<file path="config.mk">
export PLATFORM = sky130hd
export DESIGN_NAME = fpadd_seq
export DESIGN_NICKNAME = d
export VERILOG_FILES = /design/src/rtl/fpadd_pkg.sv /design/src/rtl/fpadd_unpack.sv /design/src/rtl/fpadd_seq.sv
export SDC_FILE = /design/constraint.sdc
export NUM_CORES = 1
export LEC_CHECK = 0
export CAP_MARGIN = 0
export CELL_PAD_IN_SITES_DETAIL_PLACEMENT = 1
export CELL_PAD_IN_SITES_GLOBAL_PLACEMENT = 1
export CORE_MARGIN = 4
export CORE_UTILIZATION = 52
export DETAILED_ROUTE_END_ITERATION = 8
export DONT_BUFFER_PORTS = 1
export PLACE_DENSITY_LB_ADDON = 0.1
export SLEW_MARGIN = 20
export SYNTH_ARGS = -nofsm -noshare
export SYNTH_HDL_FRONTEND = slang
export SYNTH_SLANG_ARGS = --single-unit
</file>
<file path="constraint.sdc">
create_clock -name clk -period 15.2 [get_ports clk]
set_input_delay 1.52 -clock clk [delete_from_list [all_inputs] [get_ports clk]]
set_output_delay 1.52 -clock clk [all_outputs]
set_load 0.02 [all_outputs]
</file>
<file path="src/rtl/fpadd_pkg.sv">
// Shared types and constants for the sequential single-precision adder.
package fpadd_pkg;

  typedef struct packed {
    logic       sign;
    logic [7:0] exp;
    logic [22:0] frac;
  } fp32_t;

  typedef enum logic [2:0] {
    IDLE  = 3'd0,
    ALIGN = 3'd1,
    ADD   = 3'd2,
    NORM  = 3'd3,
    DONE  = 3'd4
  } state_t;

  localparam logic [31:0] QNAN    = 32'h7FC0_0000;
  localparam logic [7:0]  EXP_INF = 8'hFF;
  localparam int          MANT_W  = 24;

endpackage

</file>
<file path="src/rtl/fpadd_unpack.sv">
// Operand classification, magnitude ordering and exponent difference.
module fpadd_unpack
  import fpadd_pkg::*;
(
  input  logic [31:0]       a,
  input  logic [31:0]       b,
  output logic              fast,
  output logic [31:0]       fast_s,
  output logic              sign,
  output logic              sub,
  output logic [7:0]        ex,
  output logic [7:0]        d,
  output logic [MANT_W-1:0] mx,
  output logic [MANT_W-1:0] my
);

  fp32_t fa, fb, fx, fy;
  logic  a_zero, b_zero, swap;

  always_comb begin
    fa     = a;
    fb     = b;
    a_zero = (fa.exp == 8'd0);
    b_zero = (fb.exp == 8'd0);
    swap   = (b[30:0] > a[30:0]);
    fx     = swap ? fb : fa;
    fy     = swap ? fa : fb;
    d      = fx.exp - fy.exp;
    sign   = fx.sign;
    sub    = fx.sign ^ fy.sign;
    ex     = fx.exp;
    mx     = {1'b1, fx.frac};
    my     = {1'b1, fy.frac};

    // Specials win over zeros; zeros win over the too-far-apart case.
    fast   = 1'b1;
    fast_s = 32'h0;
    if (fa.exp == EXP_INF || fb.exp == EXP_INF) begin
      fast_s = QNAN;
    end else if (a_zero && b_zero) begin
      fast_s = 32'h0;
    end else if (a_zero) begin
      fast_s = b;
    end else if (b_zero) begin
      fast_s = a;
    end else if (d >= 8'd25) begin
      fast_s = fx;
    end else begin
      fast = 1'b0;
    end
  end

endmodule

</file>
<file path="src/rtl/fpadd_seq.sv">
// Multi-cycle truncating fp32 adder: shift-per-cycle alignment, one-cycle add, bit-serial normalize.
module fpadd_seq
  import fpadd_pkg::*;
#(
  parameter int ALIGN_STEP = 1
) (
  input  logic        clk,
  input  logic        reset,
  input  logic [31:0] a,
  input  logic [31:0] b,
  input  logic        in_valid,
  output logic        in_ready,
  output logic [31:0] s,
  output logic        out_valid,
  input  logic        out_ready
);

  localparam logic [7:0] STEP8 = 8'(ALIGN_STEP);

  state_t              state_reg, state_next;
  logic                fast_reg, fast_next;
  logic                sign_reg, sign_next;
  logic                sub_reg, sub_next;
  logic [7:0]          e_reg, e_next;
  logic [7:0]          rem_reg, rem_next;
  logic [MANT_W-1:0]   mx_reg, mx_next;
  logic [MANT_W-1:0]   my_reg, my_next;
  logic [MANT_W:0]     sum_reg, sum_next;
  logic [31:0]         s_reg, s_next;
  logic                out_valid_reg, in_ready_reg;

  logic                u_fast, u_sign, u_sub;
  logic [31:0]         u_fast_s;
  logic [7:0]          u_ex, u_d;
  logic [MANT_W-1:0]   u_mx, u_my;
  logic [7:0]          shamt, e_up;
  logic                in_hs;

  fpadd_unpack u_unpack (
    .a      (a),
    .b      (b),
    .fast   (u_fast),
    .fast_s (u_fast_s),
    .sign   (u_sign),
    .sub    (u_sub),
    .ex     (u_ex),
    .d      (u_d),
    .mx     (u_mx),
    .my     (u_my)
  );

  assign in_hs = in_valid && in_ready_reg;
  assign shamt = (rem_reg < STEP8) ? rem_reg : STEP8;
  assign e_up  = e_reg + 8'd1;

  always_comb begin
    state_next = state_reg;
    fast_next  = fast_reg;
    sign_next  = sign_reg;
    sub_next   = sub_reg;
    e_next     = e_reg;
    rem_next   = rem_reg;
    mx_next    = mx_reg;
    my_next    = my_reg;
    sum_next   = sum_reg;
    s_next     = s_reg;
    case (state_reg)
      IDLE: begin
        if (in_hs) begin
          // Fast results still spend one ALIGN cycle so out_valid rises one cycle after accept.
          fast_next  = u_fast;
          sign_next  = u_sign;
          sub_next   = u_sub;
          e_next     = u_ex;
          mx_next    = u_mx;
          my_next    = u_my;
          rem_next   = u_d;
          state_next = ALIGN;
          if (u_fast) begin
            s_next = u_fast_s;
          end
        end
      end
      ALIGN: begin
        if (fast_reg) begin
          state_next = DONE;
        end else if (rem_reg == 8'd0) begin
          state_next = ADD;
        end else begin
          my_next  = my_reg >> shamt;
          rem_next = rem_reg - shamt;
        end
      end
      ADD: begin
        sum_next   = sub_reg ? ({1'b0, mx_reg} - {1'b0, my_reg})
                             : ({1'b0, mx_reg} + {1'b0, my_reg});
        state_next = NORM;
      end
      NORM: begin
        if (sum_reg == '0) begin
          s_next     = 32'h0;
          state_next = DONE;
        end else if (sum_reg[MANT_W]) begin
          s_next     = (e_up == EXP_INF) ? {sign_reg, EXP_INF, 23'h0}
                                         : {sign_reg, e_up, sum_reg[23:1]};
          state_next = DONE;
        end else if (sum_reg[MANT_W-1]) begin
          s_next     = {sign_reg, e_reg, sum_reg[22:0]};
          state_next = DONE;
        end else if (e_reg == 8'd1) begin
          s_next     = {sign_reg, 31'h0};
          state_next = DONE;
        end else begin
          sum_next = sum_reg << 1;
          e_next   = e_reg - 8'd1;
        end
      end
      DONE: begin
        if (out_ready) begin
          state_next = IDLE;
        end
      end
      default: state_next = IDLE;
    endcase
  end

  always_ff @(posedge clk) begin
    if (reset) begin
      state_reg     <= IDLE;
      fast_reg      <= 1'b0;
      sign_reg      <= 1'b0;
      sub_reg       <= 1'b0;
      e_reg         <= 8'd0;
      rem_reg       <= 8'd0;
      mx_reg        <= '0;
      my_reg        <= '0;
      sum_reg       <= '0;
      s_reg         <= 32'h0;
      out_valid_reg <= 1'b0;
      in_ready_reg  <= 1'b0;
    end else begin
      state_reg     <= state_next;
      fast_reg      <= fast_next;
      sign_reg      <= sign_next;
      sub_reg       <= sub_next;
      e_reg         <= e_next;
      rem_reg       <= rem_next;
      mx_reg        <= mx_next;
      my_reg        <= my_next;
      sum_reg       <= sum_next;
      s_reg         <= s_next;
      out_valid_reg <= (state_next == DONE);
      in_ready_reg  <= (state_next == IDLE);
    end
  end

  assign s         = s_reg;
  assign out_valid = out_valid_reg;
  assign in_ready  = in_ready_reg;

endmodule

</file>
==> impl_results.md <==
* Drt drc at 0
* Vias in the first global route at roughly 10000
* Max_slew headroom at 0.234
* Vias per cell at 6.76
* Hold Crit Class: flip-flop to flip-flop
* Worst path slowest cell: nor4_4
* Setup slack, reg-to-reg at 9.56 ns
* Worst-case reg-to-reg path depth at 15
* Crit path arrival time at about 7.3 ns
* Number of synthesis warnings at 0
* Largest register FFs at 32
* Die ar. at roughly 22000 sq um
* Max VDD drop at between 0.15 and 0.2 mV
* Commonest non-fill, non-tap cell in the layout: nand2_1
* Layout cells sized above 1 at 0.0669
* Worst Setup SP: a[10]
* DRT antenna net count at 0
* Worst hold stages at 2
* Final min period at approximately 7.0 ns
* Register cell area after layout at approximately 2600 sq um
* Cells after Synth at roughly 1400
* Post-CTS Hold Buffers at 0
* Slowest stage delay, CP at ~0.98 ns
* Worst Setup Start Kind: input port
* Worst-Margin Slew at 1.14 ns
* Max Clk Rate at between 0.1 and 0.15 GHz
* Final clock period utilization by the worst path at 0.460
* Worst setup path class: input port to flip-flop
* Initial Util at 0.533
* Final Hold Vio Count at 0
* DR iter-0 viols at 875
* R2R Path End: sum_reg[22]$_SDFFE_PP0P_
* Die span in x at between 100 and 150 um
* Final WL at about 38000 um
* Pins over their slew limit at 0
* Final setup viols at 0
* Top-level I/O count at just over 100
* Post-CTS Resized at 0
* Sequential area share after synthesis at 0.256
* First-pass GRT wire length at 58600 um
* Synthesized area per cell at 7.45 sq um
* Power per cell area at roughly 260 nW/um^2
* CTS H-tree depth at 4
* Total leakage power at slightly above 4 nW
* CTS clk-pin slew, worst paths at 0.07 ns
* GRT Total Usage at 0.341
* Max_cap viols at 0
* Clock buffer count from CTS at 17
* Layout area overhead at 6.79%
* DPL Wire Length at about 27000 um
* Input/output buffers at 0
* Critical Path Fanout Max at 23
* Gr ovfl total at 0
* GPL Wtd Cong at 0.952
* Fillers at roughly 2400
* Wire per inst at roughly 24 um
* Setup TNS at 0 ns
* Initial antenna violation count at 1
* Layout Nets at approximately 1400
* Most frequent cells in the layout: 185 x nand2_1, 136 x nor2_1, 129 x dfxtp_1
* Root Buffer: clkbuf_16
* Area of the multi-input gates at 6920 sq um
* Mapped Area at between 10000 and 15000 sq um
* Bufs and invs on worst path at 1
* Syn Nets at approximately 1500
* CP top delay family: compound AO/OA/AOI/OAI gates
* Post-synth EDFFs at 0
* #FFs+latches synth at 129
* Worst setup path endpoint: s[10]$_SDFFE_PP0P_
* Worst path cell trace: inv_1, ha_1, a21oi_1, o21ai_1, a221oi_1, a211oi_4, or4b_4, and2_1, ha_1, o311ai_2, a31oi_2, o311ai_4, o31ai_2, nor4_4, nor4_4, and3b_1, a221o_1
* Clock Path Buffers at 2
* Sink Count at around 130
* RSZ-0062 raised after global routing: no
* Layout Utilization at 0.569
* Ys flop type: dfxtp_1
* CTS tree: built
* Core ar. at 18900 sq um
* Vias at roughly 11000
* Req. time, crit path at around 16 ns
* Die Span Y at 147 um
* Library cells used by synthesis at 92
* Largest net degree at the start of global routing at 116
* Antenna diodes at 0
* Row cnt at 50
* Setup Buffers After CTS at 0
* Status: finished clean
* Drt first pass iters at 7
* Async SR Flop Fraction at 0
* Reg-to-reg startpoint: sub_reg$_SDFFE_PP0P_
* Setup crit end kind: flip-flop
* Worst path depth at 17
* Clock Skews at around 0.012 ns
* Clock Latency Late Sink at 0.44 ns
## cells in the mapped netlist (12+ instances only)
cell type / number / area share
a21o_1: 12 / 0.0089
a21oi_1: 107 / 0.053
a221o_1: 28 / 0.028
a221oi_1: 22 / 0.019
a311oi_1: 26 / 0.023
buf_1: 12 / 0.0045
clkbuf_1: 74 / 0.028
dfxtp_1: 129 / 0.26
ha_1: 62 / 0.077
inv_1: 55 / 0.020
nand2_1: 185 / 0.069
nand2b_1: 24 / 0.015
nand3_1: 24 / 0.012
nand4_1: 12 / 0.0075
nor2_1: 136 / 0.051
nor2b_1: 18 / 0.011
nor3_1: 30 / 0.015
nor4_1: 18 / 0.011
o211ai_1: 26 / 0.019
o21ai_0: 95 / 0.047
o22ai_1: 13 / 0.0081
o311ai_0: 23 / 0.020
xnor2_1: 35 / 0.030
xor2_1: 14 / 0.012
## layout make-up
type                       count  share of cell area
multi-input combinational   1073               0.643
sequential                   129               0.240
inverter                      55              0.0192
clock inverter                11              0.0140
timing repair buffer          12             0.00907
tap                          260              0.0302
clock buffer                  21              0.0447
## per-layer routing
metal | vias to the layer above | wire, um | global-route usage
li1 | 4856 | - | -
met4 | 2 | 939 | 0.0955
met1 | 5237 | 17200 | 0.489
met2 | 410 | 16300 | 0.503
met5 | - | 12 | 0
met3 | 52 | 3370 | 0.0916
## worst register-to-register path, stage by stage, from the launching register on
cell and delay, ns:
dfxtp_1 0.92, mux2i_1 0.29, fa_1 0.50, a21oi_1 0.15, o21ai_0 0.27, a2111oi_0 0.69, o31ai_1 0.21, o41ai_1 0.57
o21ai_0 0.31, a221o_1 0.45, a21o_1 0.19, a21oi_1 0.21, o21ai_0 0.20, xor2_1 0.19, a221oi_1 0.30, nor2_1 0.08
## worst min-delay path by stage
stage,start,slack (ns),to
after floorplan,rem_reg[6]$_SDFFE_PP0P_,0.44,rem_reg[6]$_SDFFE_PP0P_
after global placement,rem_reg[6]$_SDFFE_PP0P_,0.45,rem_reg[6]$_SDFFE_PP0P_
after detailed placement,rem_reg[6]$_SDFFE_PP0P_,0.46,rem_reg[6]$_SDFFE_PP0P_
after CTS,rem_reg[6]$_SDFFE_PP0P_,0.47,rem_reg[6]$_SDFFE_PP0P_
after global routing,rem_reg[6]$_SDFFE_PP0P_,0.51,rem_reg[6]$_SDFFE_PP0P_
final,rem_reg[6]$_SDFFE_PP0P_,0.47,rem_reg[6]$_SDFFE_PP0P_
## cells by family after synthesis
logic type | share of synthesized area
flops | 0.256
compound gates | 0.306
mux | 0.0134
simple gates | 0.242
buf+inv | 0.0605
xor+xnor | 0.0426
fa+ha+maj | 0.0790
## where the power goes
group	internal (mW)	switching (mW)	total [mW]
registers	0.440	0.165	0.605
clock network	0.277	0.170	0.447
logic	0.637	1.06	1.70
## stage by stage
| step | hold WS (ns) | std cells | cell area, sq um | setup WS, ns | total power [mW] |
|---|---|---|---|---|---|
| 3_3_place_gp | 0.455 | 1528 | 10100 | 8.02 | 2.19 |
| 3_5_place_dp | 0.456 | 1528 | 10100 | 7.90 | 2.24 |
| 4_1_cts | 0.465 | 1560 | 10700 | 8.32 | 2.71 |
| 5_1_grt | 0.515 | 1561 | 10800 | 7.99 | 2.94 |
| 6_report | 0.472 | 1561 | 10800 | 8.20 | 2.75 |
| 2_1_floorplan | 0.444 | 1353 | 10100 | 9.22 | 1.77 |
(Power assumes the default switching activity.)
